[src/rtl/uart_cmd_arbiter_pkg.sv]
// Shared constants and helpers for the UART command arbiter slice.
package uart_cmd_arbiter_pkg;

    localparam int unsigned BYTE_W      = 8;
    localparam int unsigned MAX_CH      = 8;
    localparam int unsigned BUS_W       = MAX_CH * BYTE_W;
    localparam int unsigned DEF_NUM_CH  = 4;
    localparam int unsigned DEF_DEPTH   = 8;
    localparam int unsigned DEF_REFRESH = 0;

    // Extract channel idx's byte from a zero-extended channel bus.
    function automatic logic [BYTE_W-1:0] ch_slice(input logic [BUS_W-1:0] bus,
                                                    input logic [2:0]       idx);
        logic [5:0] base;
        base = {idx, 3'b000};
        return bus[base +: BYTE_W];
    endfunction

endpackage

[src/rtl/sync_byte_fifo.sv]
// Single-clock byte FIFO; push and pop may coincide at any occupancy, including full.
module sync_byte_fifo
    import uart_cmd_arbiter_pkg::*;
#(
    parameter int unsigned DEPTH = DEF_DEPTH
) (
    input  logic                       clock,
    input  logic                       reset,
    input  logic                       push,
    input  logic [BYTE_W-1:0]          push_data,
    input  logic                       pop,
    output logic [BYTE_W-1:0]          pop_data,
    output logic                       full,
    output logic                       empty,
    output logic [$clog2(DEPTH):0]     count
);

    localparam int unsigned AW    = $clog2(DEPTH);
    localparam int unsigned CNT_W = AW + 1;

    logic [BYTE_W-1:0] mem [DEPTH];
    logic [AW-1:0]     wr_ptr;
    logic [AW-1:0]     rd_ptr;
    logic              push_ok;
    logic              pop_ok;

    assign empty    = (count == '0);
    assign full     = (count == CNT_W'(DEPTH));
    assign pop_ok   = pop && !empty;
    assign push_ok  = push && (!full || pop_ok);
    assign pop_data = empty ? '0 : mem[rd_ptr];

    // Pointers wrap naturally because DEPTH is a power of two.
    always_ff @(posedge clock) begin
        if (reset) begin
            wr_ptr <= '0;
            rd_ptr <= '0;
            count  <= '0;
        end else begin
            if (push_ok) wr_ptr <= wr_ptr + AW'(1);
            if (pop_ok)  rd_ptr <= rd_ptr + AW'(1);
            if (push_ok && !pop_ok)      count <= count + CNT_W'(1);
            else if (pop_ok && !push_ok) count <= count - CNT_W'(1);
        end
    end

    always_ff @(posedge clock) begin
        if (push_ok) mem[wr_ptr] <= push_data;
    end

endmodule

[src/rtl/uart_cmd_arbiter.sv]
// Detects per-channel command byte changes, arbitrates round-robin and queues bytes for the UART.
module uart_cmd_arbiter
    import uart_cmd_arbiter_pkg::*;
#(
    parameter int unsigned NUM_CH  = DEF_NUM_CH,
    parameter int unsigned DEPTH   = DEF_DEPTH,
    parameter int unsigned REFRESH = DEF_REFRESH
) (
    input  logic                       clock,
    input  logic                       reset,
    input  logic [NUM_CH*BYTE_W-1:0]   ch_data,
    input  logic [NUM_CH-1:0]          ch_en,
    input  logic                       hold,
    output logic [BYTE_W-1:0]          tx_bits,
    output logic                       tx_valid,
    input  logic                       tx_ready,
    output logic [NUM_CH-1:0]          pending,
    output logic [$clog2(DEPTH):0]     fifo_count
);

    localparam int unsigned CH_W = (NUM_CH > 1) ? $clog2(NUM_CH) : 1;

    logic [BUS_W-1:0]  data_ext;
    logic [BYTE_W-1:0] snap [NUM_CH];
    logic [NUM_CH-1:0] snap_valid;
    logic [NUM_CH-1:0] change;
    logic [NUM_CH-1:0] pend_next;
    logic [CH_W-1:0]   rr_ptr;
    logic [CH_W-1:0]   gnt_idx;
    logic              gnt_found;
    logic              grant;
    logic [BYTE_W-1:0] gnt_byte;
    logic              fifo_full;
    logic              fifo_empty;
    logic              pop;
    logic              refresh_hit;

    assign data_ext = BUS_W'(ch_data);
    assign pop      = tx_ready && !fifo_empty;
    assign tx_valid = !fifo_empty;
    assign gnt_byte = ch_slice(data_ext, 3'(gnt_idx));
    assign grant    = !hold && gnt_found && (!fifo_full || pop);

    always_comb begin
        change = '0;
        for (int i = 0; i < NUM_CH; i++) begin
            change[i] = ch_en[i] && (!snap_valid[i] || (ch_slice(data_ext, 3'(i)) != snap[i]));
        end
    end

    // Round-robin search starting at the channel after the last grant.
    always_comb begin
        int unsigned idx;
        gnt_found = 1'b0;
        gnt_idx   = '0;
        for (int unsigned off = 0; off < NUM_CH; off++) begin
            idx = (32'(rr_ptr) + off) % NUM_CH;
            if (!gnt_found && pending[CH_W'(idx)]) begin
                gnt_found = 1'b1;
                gnt_idx   = CH_W'(idx);
            end
        end
    end

    // The granted channel's snapshot takes the pushed byte, so its change is absorbed by the grant.
    always_comb begin
        pend_next = '0;
        for (int i = 0; i < NUM_CH; i++) begin
            if (grant && (gnt_idx == CH_W'(i))) begin
                pend_next[i] = ch_en[i] && refresh_hit;
            end else begin
                pend_next[i] = ch_en[i] && (pending[i] || change[i] || refresh_hit);
            end
        end
    end

    always_ff @(posedge clock) begin
        if (reset) begin
            pending    <= '0;
            snap_valid <= '0;
            rr_ptr     <= '0;
        end else begin
            pending <= pend_next;
            if (grant) begin
                snap_valid[gnt_idx] <= 1'b1;
                rr_ptr <= (32'(gnt_idx) == NUM_CH - 1) ? '0 : gnt_idx + CH_W'(1);
            end
        end
    end

    always_ff @(posedge clock) begin
        if (grant) snap[gnt_idx] <= gnt_byte;
    end

    generate
        if (REFRESH > 0) begin : g_refresh
            localparam int unsigned RW = (REFRESH > 1) ? $clog2(REFRESH) : 1;
            logic [RW-1:0] ref_cnt;

            assign refresh_hit = (32'(ref_cnt) == REFRESH - 1);

            always_ff @(posedge clock) begin
                if (reset || refresh_hit) ref_cnt <= '0;
                else                      ref_cnt <= ref_cnt + RW'(1);
            end
        end else begin : g_no_refresh
            assign refresh_hit = 1'b0;
        end
    endgenerate

    sync_byte_fifo #(
        .DEPTH (DEPTH)
    ) u_fifo (
        .clock     (clock),
        .reset     (reset),
        .push      (grant),
        .push_data (gnt_byte),
        .pop       (pop),
        .pop_data  (tx_bits),
        .full      (fifo_full),
        .empty     (fifo_empty),
        .count     (fifo_count)
    );

endmodule

[config.mk]
export PLATFORM = sky130hd
export DESIGN_NAME = uart_cmd_arbiter
export DESIGN_NICKNAME = d
export VERILOG_FILES = /design/src/rtl/uart_cmd_arbiter_pkg.sv /design/src/rtl/sync_byte_fifo.sv /design/src/rtl/uart_cmd_arbiter.sv
export SDC_FILE = /design/constraint.sdc
export NUM_CORES = 1
export LEC_CHECK = 0
export ABC_AREA = 1
export CORE_ASPECT_RATIO = 0.75
export CORE_MARGIN = 2
export CORE_UTILIZATION = 26
export CTS_BUF_LIST = sky130_fd_sc_hd__clkbuf_8
export DETAILED_ROUTE_END_ITERATION = 6
export PLACE_DENSITY_LB_ADDON = 0.2
export SYNTH_ARGS = -nofsm -noshare
export SYNTH_HDL_FRONTEND = slang
export SYNTH_SLANG_ARGS = --single-unit
export TNS_END_PERCENT = 10
[constraint.sdc]
create_clock -name clock -period 4.3 [get_ports clock]
set_input_delay 0.43 -clock clock [delete_from_list [all_inputs] [get_ports clock]]
set_output_delay 0.43 -clock clock [all_outputs]
set_load 0.01 [all_outputs]
* Word-level counts from Yosys, hierarchy flattened
Memories as Yosys holds them, arrays and structs flattened. A register that Yosys moved wholly into a read port is not among the register bits.
Index checks and enable logic that the tools add are counted.
** Word-level totals
- Flip-flop bits (word level) :: 20
- Bits in latches :: 0
- Bits in writable memories :: 96
- ROM bits :: 0
- Memories kept :: 2
** Cells by class
- Add/sub/neg operators :: 8
- Multipliers :: 0
- Div/mod/pow operators :: 0
- $lt $le $gt $ge :: 6
- Equal/unequal tests :: 8
- Shifts and indexed selects :: 1
- Muxes and demuxes :: 28
- Bitwise operators :: 1
- Reduce and logical (&&, ||, !) cells :: 52
** Memory list
- u_fifo.mem :: words 8, width 8, rd ports 1, clocked after memory_dff 1, write ports 1, RTL line sync_byte_fifo.sv:21 : logic [BYTE_W-1:0] mem [DEPTH];
- snap :: words 4, width 8, rd ports 4, clocked after memory_dff 0, write ports 1, RTL line uart_cmd_arbiter.sv:24 : logic [BYTE_W-1:0] snap [NUM_CH];
** Operators by type and width (number)
- $shiftx A64 B6 Y8 :: 1
- $ne A8 B8 Y1 :: 4
- $logic_and A1 B1 Y1 :: 23
- $lt A2 B3 Y1 const B :: 5
- $mux W1 :: 13
- $logic_not A1 Y1 :: 12
- $logic_or A1 B1 Y1 :: 10
- $mux W2 :: 5
- $bmux W1 S2 :: 4
- $mux W4 :: 2
- $mux W8 :: 1
- $reduce_or A2 Y1 :: 4
- $add A3 B1 Y3 const B :: 2
- $mux W3 :: 2
- $add A2 B1 Y2 const B :: 2
- $add A2 B2 Y2 const B :: 2
- $add A4 B1 Y4 const B :: 1
- $eq A2 B2 Y1 const B :: 2
- $eq A4 B4 Y1 const B :: 1
- $logic_not A4 Y1 :: 1
- $or A4 B4 Y4 :: 1
- $sub A4 B1 Y4 const B :: 1
- $demux W1 S2 :: 1
- $eq A2 B1 Y1 const B :: 1
- 3 further kinds :: 3

* Longest topological paths before layout
- Word-level depth :: 19
- Depth in mapped cells :: 20

* By module
A second synthesis with hierarchy kept.
** Second synthesis, totals
- Cell total of the unflattened synthesis :: 667
- Area, all modules :: 6047.0 µm²
** By module, submodules not included
- sync_byte_fifo :: instances 1, cells an instance 363, area an instance 3570.9 µm², sequential area each 2182.1 µm²
- uart_cmd_arbiter :: instances 1, cells an instance 304, area an instance 2476.1 µm², sequential area each 1161.1 µm²

* Worst setup path before layout
OpenSTA, ideal clock, no wires.
- Kind :: register to register
- Start point :: register rr_ptr[0]
- End point :: register u_fifo.count[3]
- Data arrival time :: 2.278 ns
- Required time :: 4.181 ns
- Slack :: 1.903 ns
- Stages on the path, launching flop included :: 20
- Clock period less this slack :: 2.397 ns
- Cell sequence :: dfxtp_1 > buf_6 > nand2_4 > nand3_2 > nand2_4 > nor2_8 > nand3_2 > nand2_4 > inv_4 > ha_1 > inv_1 > ha_1 > nand2_1 > nand2_1 > a21oi_1 > nor2_1 > nor2_1 > nand2_1 > o21ai_0 > a21oi_1
** On the way
- Word-level cells in the longest chain between the ends :: 18
- Elaborated cells between the ends (all ways) :: 29
- Those cells by class :: add/sub (3); mux (13); reduce/logical (13)
** Ends and longest elaborated chain
- start, declared :: RTL line uart_cmd_arbiter.sv:28 : logic [CH_W-1:0] rr_ptr;
- start signal, assigned :: RTL line uart_cmd_arbiter.sv:86 : rr_ptr <= (32'(gnt_idx) == NUM_CH - 1) ? '0 : gnt_idx + CH_W'(1);
- branches (longest 11 deep; another with $add A2 B1 Y2)
- $mux W1 (*) :: RTL line uart_cmd_arbiter.sv:58 : if (!gnt_found && pending[CH_W'(idx)]) begin
- $logic_and A1 B1 Y1 (*) (2 in series) :: RTL line uart_cmd_arbiter.sv:42 : assign grant = !hold && gnt_found && (!fifo_full || pop);
- $logic_and A1 B1 Y1 (*) :: RTL line sync_byte_fifo.sv:30 : assign push_ok = push && (!full || pop_ok);
- via u_fifo.push_ok :: RTL line sync_byte_fifo.sv:24 : logic push_ok;
- $logic_not A1 Y1 :: RTL line sync_byte_fifo.sv:43 : else if (pop_ok && !push_ok) count <= count - CNT_W'(1);
- $logic_and A1 B1 Y1 :: RTL line sync_byte_fifo.sv:43
- $reduce_bool A2 Y1 (no line)
- end signal, assigned :: RTL line sync_byte_fifo.sv:42 : if (push_ok && !pop_ok) count <= count + CNT_W'(1);
- end signal, assigned :: RTL line sync_byte_fifo.sv:43
- end, declared :: RTL line sync_byte_fifo.sv:15 : output logic [$clog2(DEPTH):0] count
Mark *: on every way through the listed nets, which the timed path passes. The select of a mux whose other input is x is not followed.
A chain may end at the register's enable or synchronous reset.

==> flow_summary.toml <==
[global_route]
grt_usage = 0.137
grt_pass1_wl_mm = 23.9
gr-total-overflow = 0
grt_pass1_vias = 4199
antenna_found_initial = 0
grt_max_degree = 34

[min_path]
min_path_type = "register to register"
min_delay_worst_endpoint = "snap_valid[0]"
hold_path_depth = 2
min-delay-start = "snap_valid[0]"

[setup_path]
end_kind = "output pin"
cp.required_ns = 3.87
reg2reg_depth = 19
r2r_slack_ns = 1.13
slowest_stage = "inv_1"
rr_endpoint = "u_fifo.count[3]"
max_stage_delay_ns = 0.72
worstReg2RegStart = "rr_ptr[0]"
crit_path_max_fanout = 33
start_kind = "register"
worst_ep_arrival_time_ns = 2.96
cp_cell_sequence = "buf_4, inv_1, nor2_1, o22ai_1, o21ai_0, a31oi_1, clkdlybuf4s50_1"
critical_path_class = "register to output pin"

[route]
routed_wl_mm = 15.3
ant_nets = 0
drc_errors = 0
first_pass_iters = 5
drt_iter0_markers = 290
vias = 4206
viasPerCell = 4.49
post_drt_wl_per_cell_um = 16.4

[placement]
placed_area_sq_mm = 0.00655
place_congestion = 0.805
dp_hpwl_mm = 11.0
dp_cells = 904
pre_cts_slack_ns = 1.16
port_buffers = 56

[timing]
fin_crit_sh = 0.789
setup_total_negative_slack_ns = 0
setup_violations = 0
hold_ws_ns = 0.460
hold_violations = 0
fin_skew_ns = 0.0184
drv_slew = 0
clock.fmax_mhz = 295
min_period_ns = 3.39
setup_slack_ns = 0.907
grt_setup_unrepaired = "no"
slew_headroom = 0.371
worstMarginPinSlew_ns = 0.940

[yosys]
synth-seq-cells = 119
ys_warn_count = 0
syn_area_sq_mm = 0.00571
syn_nets = 623
ys_types = 40
synth_cells = 573
yosysSeqAreaShare = 0.585
syn_area_per_cell_sq_um = 9.97

[power]
ir_drop_mv = 0.310
p_per_area_mw_per_mm2 = 824
p_leak_nw = 2.68
power_mw = 5.72

[final_layout]
layoutNonFillerInstCount = 936
final_cell_mix = "96 x edfxtp_1, 82 x nor2_1, 77 x nand2_1, 69 x inv_1, 56 x clkdlybuf4s50_1"
n_antenna_cell = 0
fin_area_sq_mm = 0.00695
syn_to_final_growth_pct = 21.6
drive_gt1_frac = 0.106
layout_commonest_cell = "edfxtp_1"
nFillCells = 2186
nNetsFinal = 685
final_core_util = 0.325

[clock_network]
cts_resized = 0
cts.sink_count = 119
cts.path.max_buffers = 2
cts_hold_buf = 0
post_cts_buffers = 0
cts_buffers = 17
clk_pin_slew_ns = 0.07
worstSkewPairLatency_ns = 0.44
root_buffer = "clkbuf_8"
cts-htree-levels = 4
cts_tree = "done"

[die]
die_height_um = 132
die_area_sq_mm = 0.0232
die_w_um = 175
io_pins = 57
initial_core_util = 0.267
rows = 46
core_sq_mm = 0.0214

[run_status]
outcome = "complete, no violations"

[flow_run]
maxCapViolCount = 0
==> critical path, delay by kind of cell (launching register included) <==
kind                   cells  cell delay, ns
buffers and inverters      3            1.54
AOI/OAI and AO/OA          3            0.57
DFF                        1            0.30
and+or+nand+nor            1            0.12
==> worst max-delay path by stage <==
stage / start / endpoint / slack, ns / cells past startpoint
floorplan: rr_ptr[0] / u_fifo.count[3] / 1.90 / 19
global placement: register / tx_bits[6] / 1.32 / 7
detailed placement: rr_ptr[0] / u_fifo.count[3] / 1.16 / 19
CTS: register / tx_bits[7] / 0.81 / 7
global route: register / tx_bits[2] / 0.61 / 7
finish: register / tx_bits[3] / 0.91 / 7
==> area by class of cell <==
class                           count  area [sq um]  area share
Sequential cell                   119          3340       0.481
Multi-Input combinational cell    368          2000       0.289
Timing Repair Buffer               57           568      0.0818
Tap cell                          288           360      0.0519
Inverter                           72           273      0.0393
Clock buffer                       17           234      0.0337
Clock inverter                     15           164      0.0236
==> synthesized netlist by cell type (all sizes together) <==
master / n / area share
nand2: 100 / 0.088
edfxtp: 96 / 0.50
nor2: 86 / 0.064
inv: 72 / 0.048
o21ai: 57 / 0.051
nand3: 50 / 0.049
dfxtp: 23 / 0.081
a21oi: 18 / 0.016
o22ai: 10 / 0.011
clkbuf: 9 / 0.0059
ha: 9 / 0.020
a31oi: 8 / 0.0088
xor2: 8 / 0.012
a211oi: 6 / 0.0079
xnor2: 6 / 0.0092
buf: 5 / 0.010
nand4: 2 / 0.0022
a21boi: 1 / 0.0013
a31o: 1 / 0.0015
fa: 1 / 0.0035
nor4: 1 / 0.0011
o2111ai: 1 / 0.0015
o211ai: 1 / 0.0013
o21a: 1 / 0.0013
or2: 1 / 0.0011
==> registers in the layout, indices dropped and copies added (netlist names), named ones only <==
register       cells
u_fifo.rd_ptr      3
u_fifo.wr_ptr      3
pending            4
rr_ptr             2
u_fifo.mem        64
snap              32
snap_valid         4
u_fifo.count       4
==> logic make-up (layout without fill, tap and decap cells) <==
group	after synthesis	after routing	synth area share
buffers and inverters	86	161	0.0637
adders and majority gates	10	10	0.0232
xor gates and xnor gates	14	14	0.0215
and+or+nand+nor	240	240	0.205
AOI/OAI and AO/OA	104	104	0.102
DFF	119	119	0.585
==> routing by layer <==
metal  vias up  track usage  wire length (um)
met2        99        0.195              6510
li1       2070            -                 -
met5         -            0                 0
met3        12       0.0337               639
met1      2025        0.203              7990
met4         0       0.0435               189
==> where the power goes <==
part / internal, mW / switching (mW)
Combinational: 0.726 / 1.78
Clock: 0.564 / 0.460
Sequential: 2.03 / 0.168
Total: 3.32 / 2.40
Power figures use the tool's default switching activity.
